$ cat src/rtl/imem_loader_if.sv
// imem_loader_if
//   Groups the byte-stream handshake and the instruction-memory write bus
//   of the instruction-memory loader.
//
//   byte_in     [7:0]  instruction byte from the stream source
//   byte_valid         byte_in holds a valid byte
//   byte_ready         loader accepts a byte this cycle
//   WE                 instruction-memory write strobe, one cycle per word
//   W_Addr     [31:0]  word-aligned byte address of the word being written
//   W_Ins      [31:0]  assembled instruction word
//
//   slave  : the loader side (consumes bytes, drives the memory write bus)
//   master : the environment side (stream source plus instruction memory)
interface imem_loader_if;
  logic [7:0]  byte_in;
  logic        byte_valid;
  logic        byte_ready;
  logic        WE;
  logic [31:0] W_Addr;
  logic [31:0] W_Ins;

  modport master (
    output byte_in, byte_valid,
    input  byte_ready, WE, W_Addr, W_Ins
  );

  modport slave (
    input  byte_in, byte_valid,
    output byte_ready, WE, W_Addr, W_Ins
  );
endinterface

$ cat src/rtl/imem_loader.sv
// imem_loader
//   Receives an instruction byte stream, packs it MSB-first into 32-bit
//   words and writes WORDS consecutive words into instruction memory
//   starting at byte address 0, while holding the fetch stage in reset.
//
//   Parameters
//     WORDS         words per load session, 1..256
//   Ports
//     CLK           clock, rising edge
//     RST           asynchronous active-low reset
//     start         begin a session (sampled in IDLE or DONE only)
//     abort         cancel an active session
//     bus           imem_loader_if.slave: byte handshake + memory write bus
//     core_hold     holds the fetch stage in reset while loading
//     busy          session in progress
//     done          last session completed all WORDS words
//     words_loaded  words written in the current or last session
module imem_loader #(
  parameter int WORDS = 64
) (
  input  logic          CLK,
  input  logic          RST,
  input  logic          start,
  input  logic          abort,
  imem_loader_if.slave  bus,
  output logic          core_hold,
  output logic          busy,
  output logic          done,
  output logic [8:0]    words_loaded
);

  typedef enum logic [1:0] {
    IDLE  = 2'd0,
    RECV  = 2'd1,
    WRITE = 2'd2,
    DONE  = 2'd3
  } state_e;

  localparam logic [7:0] LAST_IDX = 8'(WORDS - 1);

  state_e      state_q, state_d;
  logic [1:0]  byte_cnt_q, byte_cnt_d;
  logic [7:0]  word_idx_q, word_idx_d;
  logic [23:0] asm_q, asm_d;
  logic [31:0] w_ins_q, w_ins_d;
  logic [31:0] w_addr_q, w_addr_d;
  logic [8:0]  words_loaded_q, words_loaded_d;
  logic        byte_ready_q, byte_ready_d;
  logic        we_q, we_d;
  logic        busy_q, busy_d;
  logic        done_q, done_d;
  logic        accept;

  // A byte moves only when the registered ready and the source valid meet.
  assign accept = byte_ready_q & bus.byte_valid;

  always_comb begin
    state_d        = state_q;
    byte_cnt_d     = byte_cnt_q;
    word_idx_d     = word_idx_q;
    asm_d          = asm_q;
    w_ins_d        = w_ins_q;
    w_addr_d       = w_addr_q;
    words_loaded_d = words_loaded_q;

    case (state_q)
      IDLE, DONE: begin
        if (start) begin
          state_d        = RECV;
          byte_cnt_d     = 2'd0;
          word_idx_d     = 8'd0;
          words_loaded_d = 9'd0;
        end
      end
      RECV: begin
        if (abort) begin
          // Partial word is simply dropped; completed words stay counted.
          state_d    = IDLE;
          byte_cnt_d = 2'd0;
        end else if (accept) begin
          if (byte_cnt_q == 2'd3) begin
            // Fourth byte completes the word: latch data and address so
            // they are presented during the single WRITE cycle and then held.
            w_ins_d    = {asm_q, bus.byte_in};
            w_addr_d   = {22'd0, word_idx_q, 2'b00};
            byte_cnt_d = 2'd0;
            state_d    = WRITE;
          end else begin
            // After three shifts the first byte sits in asm_q[23:16].
            asm_d      = {asm_q[15:0], bus.byte_in};
            byte_cnt_d = byte_cnt_q + 2'd1;
          end
        end
      end
      WRITE: begin
        words_loaded_d = words_loaded_q + 9'd1;
        if (abort) begin
          state_d = IDLE;
        end else if (word_idx_q == LAST_IDX) begin
          state_d = DONE;
        end else begin
          word_idx_d = word_idx_q + 8'd1;
          state_d    = RECV;
        end
      end
      default: state_d = IDLE;
    endcase

    // Outputs are registered from the next state so they line up with it.
    byte_ready_d = (state_d == RECV);
    we_d         = (state_d == WRITE);
    busy_d       = (state_d == RECV) || (state_d == WRITE);
    done_d       = (state_d == DONE);
  end

  always_ff @(posedge CLK or negedge RST) begin
    if (!RST) begin
      state_q        <= IDLE;
      byte_cnt_q     <= 2'd0;
      word_idx_q     <= 8'd0;
      asm_q          <= 24'd0;
      w_ins_q        <= 32'd0;
      w_addr_q       <= 32'd0;
      words_loaded_q <= 9'd0;
      byte_ready_q   <= 1'b0;
      we_q           <= 1'b0;
      busy_q         <= 1'b0;
      done_q         <= 1'b0;
    end else begin
      state_q        <= state_d;
      byte_cnt_q     <= byte_cnt_d;
      word_idx_q     <= word_idx_d;
      asm_q          <= asm_d;
      w_ins_q        <= w_ins_d;
      w_addr_q       <= w_addr_d;
      words_loaded_q <= words_loaded_d;
      byte_ready_q   <= byte_ready_d;
      we_q           <= we_d;
      busy_q         <= busy_d;
      done_q         <= done_d;
    end
  end

  assign bus.byte_ready = byte_ready_q;
  assign bus.WE         = we_q;
  assign bus.W_Addr     = w_addr_q;
  assign bus.W_Ins      = w_ins_q;
  // core_hold and busy share one definition: asserted in RECV and WRITE.
  assign core_hold      = busy_q;
  assign busy           = busy_q;
  assign done           = done_q;
  assign words_loaded   = words_loaded_q;

endmodule

$ cat src/flat_wrapper.sv
// flat-port wrapper written by rule: the top's interface ports become plain ports
module imem_loader_flat 
#(
  parameter int WORDS = 64
)
  (CLK, RST, start, abort, core_hold, busy, done, words_loaded, bus_byte_in, bus_byte_valid, bus_byte_ready, bus_WE, bus_W_Addr, bus_W_Ins);
  imem_loader_if bus_i ();
  input  logic CLK;
  input  logic RST;
  input  logic start;
  input  logic abort;
  output logic core_hold;
  output logic busy;
  output logic done;
  output logic [8:0] words_loaded;
  input wire logic [$bits(bus_i.byte_in)-1:0] bus_byte_in;
  input wire logic [$bits(bus_i.byte_valid)-1:0] bus_byte_valid;
  output wire logic [$bits(bus_i.byte_ready)-1:0] bus_byte_ready;
  output wire logic [$bits(bus_i.WE)-1:0] bus_WE;
  output wire logic [$bits(bus_i.W_Addr)-1:0] bus_W_Addr;
  output wire logic [$bits(bus_i.W_Ins)-1:0] bus_W_Ins;
  assign bus_i.byte_in = bus_byte_in;
  assign bus_i.byte_valid = bus_byte_valid;
  assign bus_byte_ready = bus_i.byte_ready;
  assign bus_WE = bus_i.WE;
  assign bus_W_Addr = bus_i.W_Addr;
  assign bus_W_Ins = bus_i.W_Ins;
  imem_loader #(.WORDS(WORDS)) u_core (.CLK(CLK), .RST(RST), .start(start), .abort(abort), .bus(bus_i), .core_hold(core_hold), .busy(busy), .done(done), .words_loaded(words_loaded));
endmodule
$ cat config.mk
export PLATFORM = sky130hd
export DESIGN_NAME = imem_loader_flat
export DESIGN_NICKNAME = d
export VERILOG_FILES = /design/src/rtl/imem_loader_if.sv /design/src/rtl/imem_loader.sv /design/src/flat_wrapper.sv
export SDC_FILE = /design/constraint.sdc
export NUM_CORES = 1
export LEC_CHECK = 0
export ABC_AREA = 1
export CORE_MARGIN = 2
export CORE_UTILIZATION = 50
export DETAILED_ROUTE_END_ITERATION = 6
export HOLD_SLACK_MARGIN = 0.1
export PLACE_DENSITY_LB_ADDON = 0.1
export SLEW_MARGIN = 5
export SYNTH_ARGS = -nofsm -noshare
export SYNTH_HDL_FRONTEND = slang
export SYNTH_SLANG_ARGS = --single-unit
$ cat constraint.sdc
create_clock -name CLK -period 2.7 [get_ports CLK]
set_clock_uncertainty 0.1 [all_clocks]
set_input_delay 0.54 -clock CLK [delete_from_list [all_inputs] [get_ports CLK]]
set_output_delay 0.54 -clock CLK [all_outputs]
set_load 0.01 [all_outputs]
==> metrics <==
total die area=approximately 8500 um^2; Post-synth ARST share=100.0%; vias in the first global route=roughly 2700; Placeable Area=7647 um^2; Seq pwr share=between 40% and 50%; Diodes inserted=0; Pint=about 0.0022 W; post-layout min period=~2000 ps; RSZ-0062 raised after global routing=no; top cells by area, synth=dfrtp_1 (57%), nand2_1 (9.1%), o21ai_0 (6.0%), buf_4 (4.8%), inv_1 (4.8%); Post-synth EDFFs=0; CTS root buf=clkbuf_8; HPWL Detailed=roughly 5000 um; Synth area leader=dfrtp_1; Resized Gates After CTS=0; row count=32; peak supply drop=between 0.3 and 0.4 mV; Leakage=between 2 and 2.5 nW; Total GRT Usage=between 10% and 20%; Post-CTS Setup Bufs=0; grt ovf=0; total negative slack=0 ps; clock power share=25.1%; largest net degree at the start of global routing=70; number of cells on the critical path=1; Die X=between 90 and 100 um; vias per inst=approximately 4.8; P&R area growth vs syn=22.34%; Fmax=499.5 MHz; CP top delay family=buffers and inverters; number of iterations in the first detailed-routing pass=4; final number of max-transition violations=0; drt drc=0; YS warnings=0; NumNets Final=between 500 and 600; Filler Cell Count=between 600 and 700; initial antenna violation count=0; Die H=just over 90 um; status=finished, final reports clean; Initial Util=just over 50%; Slew @ Worst Pin=around 670 ps; WS Path Type=reg2out; sw frac=35.62%; Syn Inst Count=between 400 and 500; Post-CTS Hold Buffers=0; Clock Path Buffers=2; Switch Pwr=~0.0012 W; Buffers & Inverters on Critical Path=1; TritonCTS Buffers=9; worst path required time=roughly 2100 ps; final hold viol count=0; element type at the critical path end=primary output; register bit count reported by yosys=89; Via Count=between 2000 and 3000; first-pass GRT wire length=about 12000 um; Post-Syn Area=between 3000 and 4000 um^2; dpl ws=~520 ps; CP arrival=1360 ps; count leader, synth=nand2_1; R2R depth=8; Final WS setup=about 700 ps; I/O Pins=91; Sink Count=89; Most used DFF post-synth=dfrtp_1; most frequent cells after synthesis=nand2_1 (94), dfrtp_1 (89), inv_1 (50), o21ai_0 (47), buf_4 (25); routed len/inst=between 10 and 15 um; critical-path cell list=clkdlybuf4s50_1; WL final=~7000 um; layout cell share with drive strength beyond 1=under 10%; H-tree depth=3; max_slew headroom=a little under three fifths; clock latency on the worst-skew pair=350 ps; MaxCap Viol Count=0; Final Power=around 0.0035 W; RePlAce Congestion=approximately 0.8; Gate power share=between 20 and 30%; share of the synthesized area in the top cell type=~57%; final worst-path cycle share=between 70% and 80%; post-synth cell types=25; Clock transition at path regs=approximately 100 ps; Final setup viols=0; detailed router's first-iteration violation count=roughly 140; Routed Antenna Nets=0; Avg Cell Area, Syn=around 9.3 um^2; PwrDens=just over 700 nW/um^2; critical path launch point type=flop; worst hold path class=in2async; Slowest-stage cell, CP=clkdlybuf4s50_1; CP max FO=5; Port-buffer cells=66; CTS tree=yes; CP peak stage delay=slightly below 600 ps; sequential share of the synthesized area=between 50% and 60%
## cells in the final DEF, fill, tap and decap left out, types with 3 or more instances in the layout
cell	n
buf_4	3
mux2_1	11
nand4_1	4
nand3_1	20
inv_1	50
dfrtp_1	89
o21ai_0	47
inv_6	3
conb_1	24
nand2_2	3
o21ai_1	21
clkbuf_8	9
nor2_1	19
clkdlybuf4s50_1	65
nand2_1	93
ha_1	8
a21oi_1	6
## routing by layer
layer / GRT usage [%] / vias up / wire length [um]
met3: 3.662 / 10 / 355
met2: 27.74 / 80 / 3253
met4: 6.716 / 0 / 116
met1: 26.47 / 1348 / 3487
met5: 0 / - / 0
li1: - / 1431 / -
## area by class of cell
cell class                 instances  area [um^2]  share of cell area [%]
sequential                        89         2227                   46.69
multi-input combinational        266         1325                   27.78
timing repair buffer              70        713.2                   14.95
inverter                          51        191.4                   4.014
tap                              102        127.6                   2.676
clock buffer                       9        123.9                   2.597
clock inverter                     7        61.31                   1.285
## power by group through the flow
| stage | combinational [W] | clock (W) | sequential, W |
|---|---|---|---|
| finish | 0.000930 | 0.000867 | 0.00166 |
| global route | 0.00109 | 0.000955 | 0.00169 |
| CTS | 0.000944 | 0.000891 | 0.00166 |
| detailed placement | 0.000938 | 0 | 0.00169 |
| global placement | 0.000914 | 0 | 0.00168 |
| floorplan | 0.000651 | 0 | 0.00168 |
## metrics by stage
step | util [%] | cells | hold slack (ps) | instance area (um^2)
finish | 62.37 | 594 | 105.5 | 4770
global route | 62.37 | 594 | 160.5 | 4770
CTS | 62.37 | 594 | 131.0 | 4770
detailed placement | 59.95 | 578 | 365.6 | 4584
global placement | 59.95 | 578 | 362.8 | 4584
floorplan | - | 444 | 144.4 | 3985
## sequential cells by signal (all words and copies together) (netlist names)
name	count
u_core.asm_q	24
u_core.done	1
u_core.bus.WE	1
u_core.word_idx_q	8
u_core.bus.W_Ins	32
u_core.bus.byte_ready	1
u_core.byte_cnt_q	2
u_core.bus.W_Addr	8
u_core.state_q	2
u_core.busy	1
u_core.words_loaded	9
## cell families after synthesis
group / share of synthesized area, %
XOR/XNOR: 0.4494
other: 0.09618
flip-flops: 57.12
multiplexers: 3.177
AND/OR/NAND/NOR: 14.83
adder cells (fa/ha/maj): 2.567
buffers and inverters: 11.17
AO/OA/AOI/OAI: 10.59
## final timing paths
check                                                         from                          endpoint  slack, ps
min in group CLK                      u_core.asm_q[18]$_DFFE_PN0P_      u_core.asm_q[18]$_DFFE_PN0P_        390
worst max register to register         u_core.state_q[0]$_DFF_PN0_  u_core.word_idx_q[0]$_DFFE_PN0P_        760
worst max-delay path            u_core.words_loaded[0]$_DFFE_PN0P_                   words_loaded[0]        700
worst min register to register        u_core.asm_q[18]$_DFFE_PN0P_      u_core.asm_q[18]$_DFFE_PN0P_        390
worst min-delay path                                           RST  u_core.bus.W_Addr[7]$_DFFE_PN0P_        110
max in group asynchronous                                      RST  u_core.bus.W_Ins[29]$_DFFE_PN0P_       1690
(Power assumes the default switching activity.)
